## src/rtl/sid_shadow_player_if.sv

```systemverilog
// Host write path, shadow RAM port and SID pin bundle for sid_shadow_player.
// The host/testbench side takes the master modport; the player takes the slave modport.
interface sid_shadow_player_if #(
  parameter int unsigned RAM_WIDTH     = 8,
  parameter int unsigned RAM_ADDR_BITS = 5
);
  logic                     host_we;
  logic [RAM_ADDR_BITS-1:0] host_addr;
  logic [RAM_WIDTH-1:0]     host_data;

  logic                     ram_we;
  logic [RAM_ADDR_BITS-1:0] ram_addr;
  logic [RAM_WIDTH-1:0]     ram_in;
  logic [RAM_WIDTH-1:0]     ram_out;

  logic                     sid_phi2;
  logic                     sid_cs_n;
  logic                     sid_rw;
  logic [RAM_ADDR_BITS-1:0] sid_addr;
  logic [RAM_WIDTH-1:0]     sid_data;
  logic                     sid_data_oe;
  logic                     busy;

  modport master (
    output host_we, host_addr, host_data, ram_out,
    input  ram_we, ram_addr, ram_in,
    input  sid_phi2, sid_cs_n, sid_rw, sid_addr, sid_data, sid_data_oe, busy
  );

  modport slave (
    input  host_we, host_addr, host_data, ram_out,
    output ram_we, ram_addr, ram_in,
    output sid_phi2, sid_cs_n, sid_rw, sid_addr, sid_data, sid_data_oe, busy
  );
endinterface

```

## src/rtl/sid_shadow_player.sv

```systemverilog
// SID shadow register replayer: tracks dirty registers written by the host and replays each one
// onto the physical SID bus as a phi2-aligned write cycle, fetching from the RAM in idle cycles.
module sid_shadow_player #(
  parameter int unsigned RAM_WIDTH     = 8,
  parameter int unsigned RAM_ADDR_BITS = 5,
  parameter int unsigned CLK_DIV       = 8
) (
  input logic                clk,
  input logic                rst_n,
  sid_shadow_player_if.slave bus
);
  localparam int unsigned     NumRegs = 2 ** RAM_ADDR_BITS;
  localparam int unsigned     DivW    = (CLK_DIV > 1) ? $clog2(CLK_DIV) : 1;
  localparam logic [DivW-1:0] DivMax  = DivW'(CLK_DIV - 1);

  typedef enum logic [2:0] {StIdle, StFetch, StWait, StBus, StHold} state_e;

  state_e                   state_q, state_d;
  logic [NumRegs-1:0]       dirty_q, dirty_d;
  logic [RAM_ADDR_BITS-1:0] ptr_q, ptr_d;
  logic [RAM_ADDR_BITS-1:0] sel_q, sel_d;
  logic [RAM_WIDTH-1:0]     data_q, data_d;
  logic [DivW-1:0]          div_q, div_d;
  logic                     phi2_q, phi2_d;
  logic                     cs_n_q, cs_n_d;
  logic                     rw_q, rw_d;
  logic                     oe_q, oe_d;
  logic [RAM_ADDR_BITS-1:0] sid_addr_q, sid_addr_d;
  logic [RAM_WIDTH-1:0]     sid_data_q, sid_data_d;

  logic                     div_wrap;
  logic                     found;
  logic [RAM_ADDR_BITS-1:0] pick;
  logic [RAM_ADDR_BITS-1:0] cand;

  // Free-running phi2: toggles every CLK_DIV clk
  assign div_wrap = (div_q == DivMax);
  assign div_d    = div_wrap ? '0 : div_q + 1'b1;
  assign phi2_d   = div_wrap ? ~phi2_q : phi2_q;

  // First dirty register at or after the round-robin pointer, wrapping
  always_comb begin
    found = 1'b0;
    pick  = ptr_q;
    cand  = ptr_q;
    for (int unsigned i = 0; i < NumRegs; i++) begin
      cand = ptr_q + RAM_ADDR_BITS'(i);
      if (!found && dirty_q[cand]) begin
        found = 1'b1;
        pick  = cand;
      end
    end
  end

  always_comb begin
    state_d    = state_q;
    dirty_d    = dirty_q;
    ptr_d      = ptr_q;
    sel_d      = sel_q;
    data_d     = data_q;
    cs_n_d     = cs_n_q;
    rw_d       = rw_q;
    oe_d       = oe_q;
    sid_addr_d = sid_addr_q;
    sid_data_d = sid_data_q;

    case (state_q)
      StIdle: begin
        if (found) begin
          sel_d   = pick;
          state_d = StFetch;
        end
      end
      StFetch: begin
        if (!bus.host_we) begin
          data_d         = bus.ram_out;
          dirty_d[sel_q] = 1'b0;
          ptr_d          = sel_q + 1'b1;
          state_d        = StWait;
        end
      end
      StWait: begin
        // Launch the cycle on the edge where phi2 rises
        if (!phi2_q && div_wrap) begin
          cs_n_d     = 1'b0;
          rw_d       = 1'b0;
          oe_d       = 1'b1;
          sid_addr_d = sel_q;
          sid_data_d = data_q;
          state_d    = StBus;
        end
      end
      StBus: begin
        if (phi2_q && div_wrap) state_d = StHold;
      end
      StHold: begin
        cs_n_d  = 1'b1;
        rw_d    = 1'b1;
        oe_d    = 1'b0;
        state_d = StIdle;
      end
      default: state_d = StIdle;
    endcase

    // A host write landing on the fetch-clear edge re-arms the register
    if (bus.host_we) dirty_d[bus.host_addr] = 1'b1;
  end

  always_ff @(posedge clk or negedge rst_n) begin
    if (!rst_n) begin
      state_q    <= StIdle;
      dirty_q    <= '0;
      ptr_q      <= '0;
      sel_q      <= '0;
      data_q     <= '0;
      div_q      <= '0;
      phi2_q     <= 1'b0;
      cs_n_q     <= 1'b1;
      rw_q       <= 1'b1;
      oe_q       <= 1'b0;
      sid_addr_q <= '0;
      sid_data_q <= '0;
    end else begin
      state_q    <= state_d;
      dirty_q    <= dirty_d;
      ptr_q      <= ptr_d;
      sel_q      <= sel_d;
      data_q     <= data_d;
      div_q      <= div_d;
      phi2_q     <= phi2_d;
      cs_n_q     <= cs_n_d;
      rw_q       <= rw_d;
      oe_q       <= oe_d;
      sid_addr_q <= sid_addr_d;
      sid_data_q <= sid_data_d;
    end
  end

  assign bus.ram_we      = bus.host_we;
  assign bus.ram_in      = bus.host_data;
  assign bus.ram_addr    = bus.host_we ? bus.host_addr : sel_q;
  assign bus.sid_phi2    = phi2_q;
  assign bus.sid_cs_n    = cs_n_q;
  assign bus.sid_rw      = rw_q;
  assign bus.sid_addr    = sid_addr_q;
  assign bus.sid_data    = sid_data_q;
  assign bus.sid_data_oe = oe_q;
  assign bus.busy        = (|dirty_q) | (state_q != StIdle);
endmodule
```

## src/flat_wrapper.sv

```systemverilog
// flat-port wrapper written by rule: the top's interface ports become plain ports
module sid_shadow_player_flat 
#(
  parameter int unsigned RAM_WIDTH     = 8,
  parameter int unsigned RAM_ADDR_BITS = 5,
  parameter int unsigned CLK_DIV       = 8
)
  (clk, rst_n, bus_host_we, bus_host_addr, bus_host_data, bus_ram_out, bus_ram_we, bus_ram_addr, bus_ram_in, bus_sid_phi2, bus_sid_cs_n, bus_sid_rw, bus_sid_addr, bus_sid_data, bus_sid_data_oe, bus_busy);
  sid_shadow_player_if #(.RAM_WIDTH(RAM_WIDTH), .RAM_ADDR_BITS(RAM_ADDR_BITS)) bus_i ();
  input logic clk;
  input logic rst_n;
  input wire logic [$bits(bus_i.host_we)-1:0] bus_host_we;
  input wire logic [$bits(bus_i.host_addr)-1:0] bus_host_addr;
  input wire logic [$bits(bus_i.host_data)-1:0] bus_host_data;
  input wire logic [$bits(bus_i.ram_out)-1:0] bus_ram_out;
  output wire logic [$bits(bus_i.ram_we)-1:0] bus_ram_we;
  output wire logic [$bits(bus_i.ram_addr)-1:0] bus_ram_addr;
  output wire logic [$bits(bus_i.ram_in)-1:0] bus_ram_in;
  output wire logic [$bits(bus_i.sid_phi2)-1:0] bus_sid_phi2;
  output wire logic [$bits(bus_i.sid_cs_n)-1:0] bus_sid_cs_n;
  output wire logic [$bits(bus_i.sid_rw)-1:0] bus_sid_rw;
  output wire logic [$bits(bus_i.sid_addr)-1:0] bus_sid_addr;
  output wire logic [$bits(bus_i.sid_data)-1:0] bus_sid_data;
  output wire logic [$bits(bus_i.sid_data_oe)-1:0] bus_sid_data_oe;
  output wire logic [$bits(bus_i.busy)-1:0] bus_busy;
  assign bus_i.host_we = bus_host_we;
  assign bus_i.host_addr = bus_host_addr;
  assign bus_i.host_data = bus_host_data;
  assign bus_i.ram_out = bus_ram_out;
  assign bus_ram_we = bus_i.ram_we;
  assign bus_ram_addr = bus_i.ram_addr;
  assign bus_ram_in = bus_i.ram_in;
  assign bus_sid_phi2 = bus_i.sid_phi2;
  assign bus_sid_cs_n = bus_i.sid_cs_n;
  assign bus_sid_rw = bus_i.sid_rw;
  assign bus_sid_addr = bus_i.sid_addr;
  assign bus_sid_data = bus_i.sid_data;
  assign bus_sid_data_oe = bus_i.sid_data_oe;
  assign bus_busy = bus_i.busy;
  sid_shadow_player #(.RAM_WIDTH(RAM_WIDTH), .RAM_ADDR_BITS(RAM_ADDR_BITS), .CLK_DIV(CLK_DIV)) u_core (.clk(clk), .rst_n(rst_n), .bus(bus_i));
endmodule
```

## config.mk

```make
export PLATFORM = sky130hd
export DESIGN_NAME = sid_shadow_player_flat
export DESIGN_NICKNAME = d
export VERILOG_FILES = /design/src/rtl/sid_shadow_player_if.sv /design/src/rtl/sid_shadow_player.sv /design/src/flat_wrapper.sv
export SDC_FILE = /design/constraint.sdc
export NUM_CORES = 1
export LEC_CHECK = 0
export CORE_UTILIZATION = 62
export DETAILED_ROUTE_END_ITERATION = 10
export PLACE_DENSITY = 0.81
export SETUP_SLACK_MARGIN = 0.02
export SLEW_MARGIN = 10
export SYNTH_ARGS = -nofsm -noshare
export SYNTH_HDL_FRONTEND = slang
export SYNTH_SLANG_ARGS = --single-unit
```

## constraint.sdc

```tcl
create_clock -name clk -period 6.2 [get_ports clk]
set_clock_uncertainty 0.1 [all_clocks]
set_input_delay 1.24 -clock clk [delete_from_list [all_inputs] [get_ports clk]]
set_output_delay 1.24 -clock clk [all_outputs]
set_load 0.05 [all_outputs]
```

==> results.yml, run 1 <==
worst_setup_path:
  cp_cell_sequence: "clkinv_1 > buf_4 > ha_1 > xnor2_2 > mux4_2 > mux2i_1 > mux2_2 > nor3_1 > and4_1 > nand3_4 > nor2_1 > and3_1 > or4b_1 > o31ai_1 > o2111ai_1 > a21oi_1"
  cp_top_family: "multiplexers"
  rrSetupSlack_ps: 430
  critPathKind: "reg -> reg"
  ff2ff_path_depth: 16
  timing.rr.end: "u_core.sel_q[1]"
  max_stage_delay_ps: 630
  crit_path_start_kind: "register"
  worst-path-max-fanout: 11
  cp.required_ps: 6370
  slowest_stage: "xnor2_2"
  critical_path_cell_count: 16
  r2r-start: "u_core.ptr_q[1]"
  arrival_ps: 5940
  path_buf_inv: 2
  cp-end-kind: "register"
logic_synthesis:
  muxShareOfSynthArea: 0.309
  synth_warnings: 0
  synth_cells: 1052
  async_flop_share: 1.00
  synth_flop_cell: "dfrtp_1"
  synth_top_family_by_area: "multiplexers"
  synth_edf_count: 0
  synth_cell_types: 88
  synth_fa_ha_area_frac: 0.0238
  synthesis.area_um2: 9470
  syn_avg_cell_area_um2: 9.00
  synth-compound-area-share: 0.182
  synth-simple-area-share: 0.201
  synth_xor_area_frac: 0.0415
  yosysSeqAreaShare: 0.190
  ys_ff_latch: 72
  syn_nets: 1094
place:
  dp_slack_ps: 800
  post_dp_cell_area_um2: 10000
  io_buffers: 39
  hpwl_um: 27400
  gp_congestion: 1.06
worst_hold_path:
  min_delay_path_depth: 1
  min_path_type: "reg -> reg"
  min_from: "u_core.div_q[0]"
  min_delay_worst_endpoint: "u_core.div_q[0]"
global_route:
  track_usage: 0.512
  grt_first_pass_wirelength_um: 60300
  gr-total-overflow: 0
  antenna_found_initial: 1
  first_global_vias: 9779
  grt_max_degree: 73
route:
  via_count: 10300
  drt_iter0_drc: 1991
  viasPerCell: 8.19
  ant_nets: 0
  drc: 2
  wirelength_um: 39700
  wl_per_cell_um: 31.6
  dr.pass1.iters: 10
outcome:
  violations: "design-rule violations"
  status: "finished, violations left"
floorplanning:
  start_util: 0.644
  die_h_um: 126
  ios: 56
  row_count: 44
  dieArea_um2: 15800
  die_w_um: 126
  core_um2: 14700
sta:
  setup_viol: 0
  slew-limit-headroom: 0.272
  min_period_ps: 5770
  setup_tns_ps: 0
  rsz0062_at_grt: "no"
  setup_ws_ps: 428
  worst_pin_slew_ps: 1080
  final_max_slew_viol_count: 0
  fmax_mhz: 173
  fin_crit_sh: 0.931
  hold_violations: 0
clock_tree:
  cts_hold_buf: 0
  clk_pin_slew_ps: 70
  htreeDepth: 3
  clk_latency_ps: 350
  cts_resized: 0
  root_buffer: "clkbuf_16"
  postCtsSetupRepairBufs: 0
  cts_tree: "built"
  cts_buffer_depth: 2
  clkSinkCount: 72
  numCtsBuffers: 9
layout:
  drive_gt1_frac: 0.201
  areaGrowthSynthToFinish_pct: 8.64
  stdcell_area_um2: 10300
  fillers: 1064
  final_nets: 1110
flow_run:
  max-cap-violations: 0
-- cell usage after synthesis, types with 7 or more instances --
| master | instances | area (um2) |
|---|---|---|
| a211oi_1 | 12 | 90.1 |
| a21boi_0 | 7 | 52.6 |
| a21o_1 | 7 | 52.6 |
| a21oi_1 | 44 | 220 |
| and2_1 | 11 | 68.8 |
| buf_2 | 18 | 90.1 |
| buf_4 | 14 | 105 |
| buf_6 | 8 | 90.1 |
| clkbuf_1 | 28 | 105 |
| dfrtp_1 | 71 | 1780 |
| ha_1 | 18 | 225 |
| inv_1 | 14 | 52.6 |
| mux2_2 | 42 | 473 |
| mux2i_1 | 66 | 661 |
| mux4_2 | 78 | 1760 |
| nand2_1 | 144 | 541 |
| nand2b_1 | 9 | 56.3 |
| nand3_1 | 32 | 160 |
| nand3b_1 | 7 | 52.6 |
| nand4_1 | 12 | 75.1 |
| nor2_1 | 65 | 244 |
| nor3_1 | 20 | 100 |
| nor4_1 | 10 | 62.6 |
| o21ai_0 | 99 | 495 |
| o22ai_1 | 12 | 75.1 |
| or3_1 | 10 | 62.6 |
| xnor2_1 | 31 | 272 |
| xor2_1 | 7 | 61.3 |
-- per-layer routing --
layer  vias up  wire (um)  global-route usage  part of all wire
li1       4085          -                   -                 -
met1      4776      13400               0.632              0.34
met2      1097      16900               0.767              0.43
met3       343       5850               0.170              0.15
met4         2       3520               0.341             0.089
met5         -         13                   0           0.00033
-- cells by family after synthesis --
group | count (synthesis)
flops | 72
mux | 188
compound gates | 266
simple gates | 373
fa+ha+maj | 18
buf+inv | 94
xor+xnor | 41
-- registers in the layout, summed over array words and instances, names as in the netlist --
name and count:
u_core.data_q 8, u_core.ptr_q 5, u_core.bus.sid_cs_n 1, u_core.div_q 3, u_core.bus.sid_data_oe 1, u_core.sel_q 5
u_core.bus.sid_phi2 1, u_core.bus.sid_addr 5, u_core.dirty_q 32, u_core.state_q 3, u_core.bus.sid_data 8
-- worst max-delay path by stage --
stage | to | slack (ps) | from
2_1_floorplan | u_core.sel_q[2] | 600 | u_core.ptr_q[2]
3_3_place_gp | u_core.sel_q[2] | 850 | u_core.ptr_q[1]
3_5_place_dp | u_core.sel_q[2] | 800 | u_core.ptr_q[2]
4_1_cts | u_core.sel_q[2] | 740 | u_core.ptr_q[2]
5_1_grt | u_core.sel_q[1] | 190 | u_core.ptr_q[1]
6_report | u_core.sel_q[1] | 430 | u_core.ptr_q[1]
-- final cells by class --
class / count / area [um2] / share of cell area
Antenna cell: 1 / 2.50 / 0.000243
Clock buffer: 9 / 225 / 0.0219
Clock inverter: 7 / 58.8 / 0.00572
Inverter: 20 / 75.1 / 0.00730
Multi-Input combinational cell: 886 / 7190 / 0.699
Sequential cell: 72 / 1810 / 0.176
Tap cell: 184 / 230 / 0.0224
Timing Repair Buffer: 79 / 698 / 0.0679
-- per-stage QoR --
stage | util | hold WS, ps | std cells
detailed placement | 0.680 | 319 | 1241
floorplan | - | 303 | 1052
global placement | 0.680 | 317 | 1241
CTS | 0.700 | 339 | 1257
global route | 0.700 | 363 | 1257
finish | 0.700 | 350 | 1258
-- cells in the final DEF (no fill, tap or decap), drive strengths merged, types with 22 or more instances in the layout --
| master | count |
|---|---|
| a21oi | 45 |
| buf | 41 |
| clkdlybuf4s50 | 38 |
| dfrtp | 71 |
| mux2 | 43 |
| mux2i | 67 |
| mux4 | 78 |
| nand2 | 144 |
| nand3 | 33 |
| nor2 | 65 |
| nor3 | 22 |
| o21ai | 99 |
| xnor2 | 33 |
Power of run 1 is not shown: default switching activity piles up to over one toggle a cycle in this logic, so the estimate is an artifact.
==> run 2, diff against run 1 <==
CORE_UTILIZATION = 65   (was 62)
PLACE_DENSITY = 0.84   (was 0.81)
clock period = 7.2 ns   (was 6.2 ns; I/O delays follow)
==> run 2 against run 1 <==
The flow now finishes without violations. Critical path depth is the same. Fmax shrank 10%. Final cell count shrank 1.7%. Sequential share of layout area grew 0.20 points. Sequential cell count is the same.
==> results.yml, run 2 (same netlist as run 1, synthesis figures left out) <==
worst_setup_path:
  cp_cell_sequence: "inv_1 > ha_1 > buf_4 > mux2_2 > nor3_1 > a2111oi_0 > o21ai_0 > nand3_1 > nor4_4 > nand2b_1 > nand2b_1 > o2111ai_1 > a21oi_1 > o31ai_1 > o2111ai_1 > a21oi_1"
  r2r-start: "u_core.ptr_q[0]"
  crit_path_start_kind: "register"
  ff2ff_path_depth: 16
  rrSetupSlack_ps: 770
  timing.rr.end: "u_core.sel_q[1]"
  arrival_ps: 6600
  cp-end-kind: "register"
  worstSetupStartpoint: "u_core.ptr_q[0]"
  worst-path-max-fanout: 26
  slowest_stage: "ha_1"
  critPathKind: "reg -> reg"
  cp.required_ps: 7370
  max_stage_delay_ps: 1010
layout:
  regMostFlops: "u_core.dirty_q"
  areaGrowthSynthToFinish_pct: 7.43
  mostFrequentLayoutCells: "144 x nand2_1, 99 x o21ai_0, 78 x mux4_2"
  regArea_um2: 1810
  drive_gt1_frac: 0.186
  final_core_util: 0.724
  final_nets: 1093
  stdcell_area_um2: 10200
  multiInputGateArea_um2: 7190
  largest_reg_flops: 32
  final_common_cell: "nand2_1"
  fillers: 1003
clock_tree:
  htreeDepth: 3
  numCtsBuffers: 9
  cts_resized: 0
  clk_latency_ps: 340
  root_buffer: "clkbuf_16"
  cts_buffer_depth: 2
  cts_tree: "built"
  postCtsSetupRepairBufs: 0
  clkSinkCount: 72
  clk_pin_slew_ps: 60
  cts_hold_buf: 0
outcome:
  status: "completed"
worst_hold_path:
  min_delay_path_depth: 1
  min_delay_worst_endpoint: "u_core.div_q[0]"
  min_path_type: "reg -> reg"
  min_from: "u_core.div_q[0]"
route:
  via_count: 9980
  viasPerCell: 8.07
  drc: 0
  ant_nets: 0
  drt_iter0_drc: 1724
  wl_per_cell_um: 28.9
  dr.pass1.iters: 9
  wirelength_um: 35800
floorplanning:
  ios: 56
  core_um2: 14000
  dieArea_um2: 15100
  die_h_um: 123
  row_count: 43
  die_w_um: 123
  start_util: 0.674
sta:
  worst_pin_slew_ps: 1110
  hold_violations: 0
  setup_tns_ps: 0
  slew-limit-headroom: 0.261
  setup_viol: 0
  fmax_mhz: 156
  rsz0062_at_grt: "no"
  final_max_slew_viol_count: 0
  fin_crit_sh: 0.893
  min_period_ps: 6430
global_route:
  grt_max_degree: 73
  antenna_found_initial: 1
  gr-total-overflow: 0
  grt_first_pass_wirelength_um: 54800
  first_global_vias: 9408
  track_usage: 0.493
flow_run:
  max-cap-violations: 0
place:
  io_buffers: 39
  hpwl_um: 25200
  post_dp_cell_area_um2: 9850
  gp_congestion: 1.08
==> run 2: cell type report <==
type / count / share of cell area
multi-input combinational: 886 / 0.707
sequential: 72 / 0.178
timing repair buffer: 62 / 0.0549
clock buffer: 12 / 0.0233
tap: 180 / 0.0221
clock inverter: 4 / 0.00763
inverter: 20 / 0.00738
antenna: 1 / 0.000246
==> run 2: how the worst max path moves through the flow <==
stage                                  to  slack [ps]
final                     u_core.sel_q[1]         770
after global routing      u_core.sel_q[1]         510
after CTS                 u_core.sel_q[2]        1010
after detailed placement  u_core.sel_q[2]        1040
after global placement    u_core.sel_q[2]        1190
after floorplan           u_core.sel_q[2]        1600
==> run 2: critical path, delay by kind of cell, from the launching register on <==
kind / cells / cell delay (ps)
fa+ha+maj: 1 / 1010
simple gates: 5 / 1620
buf+inv: 2 / 1010
flops: 1 / 410
compound gates: 7 / 1820
mux: 1 / 360
==> run 2: through the flow <==
stage          setup WS [ps]  instances  hold slack, ps
3_3_place_gp            1190       1220             318
4_1_cts                 1010       1236             345
5_1_grt                  515       1236             368
6_report                 770       1237             352
3_5_place_dp            1040       1220             318
2_1_floorplan           1600       1052             303
==> run 2: routing by layer <==
layer,up-vias,GRT usage,wire length [um]
met1,4641,0.618,12100
met2,1018,0.745,15700
met3,265,0.137,5010
li1,4056,-,-
met4,0,0.330,3020
met5,-,0,0
Power of run 2 is left out for the same reason.
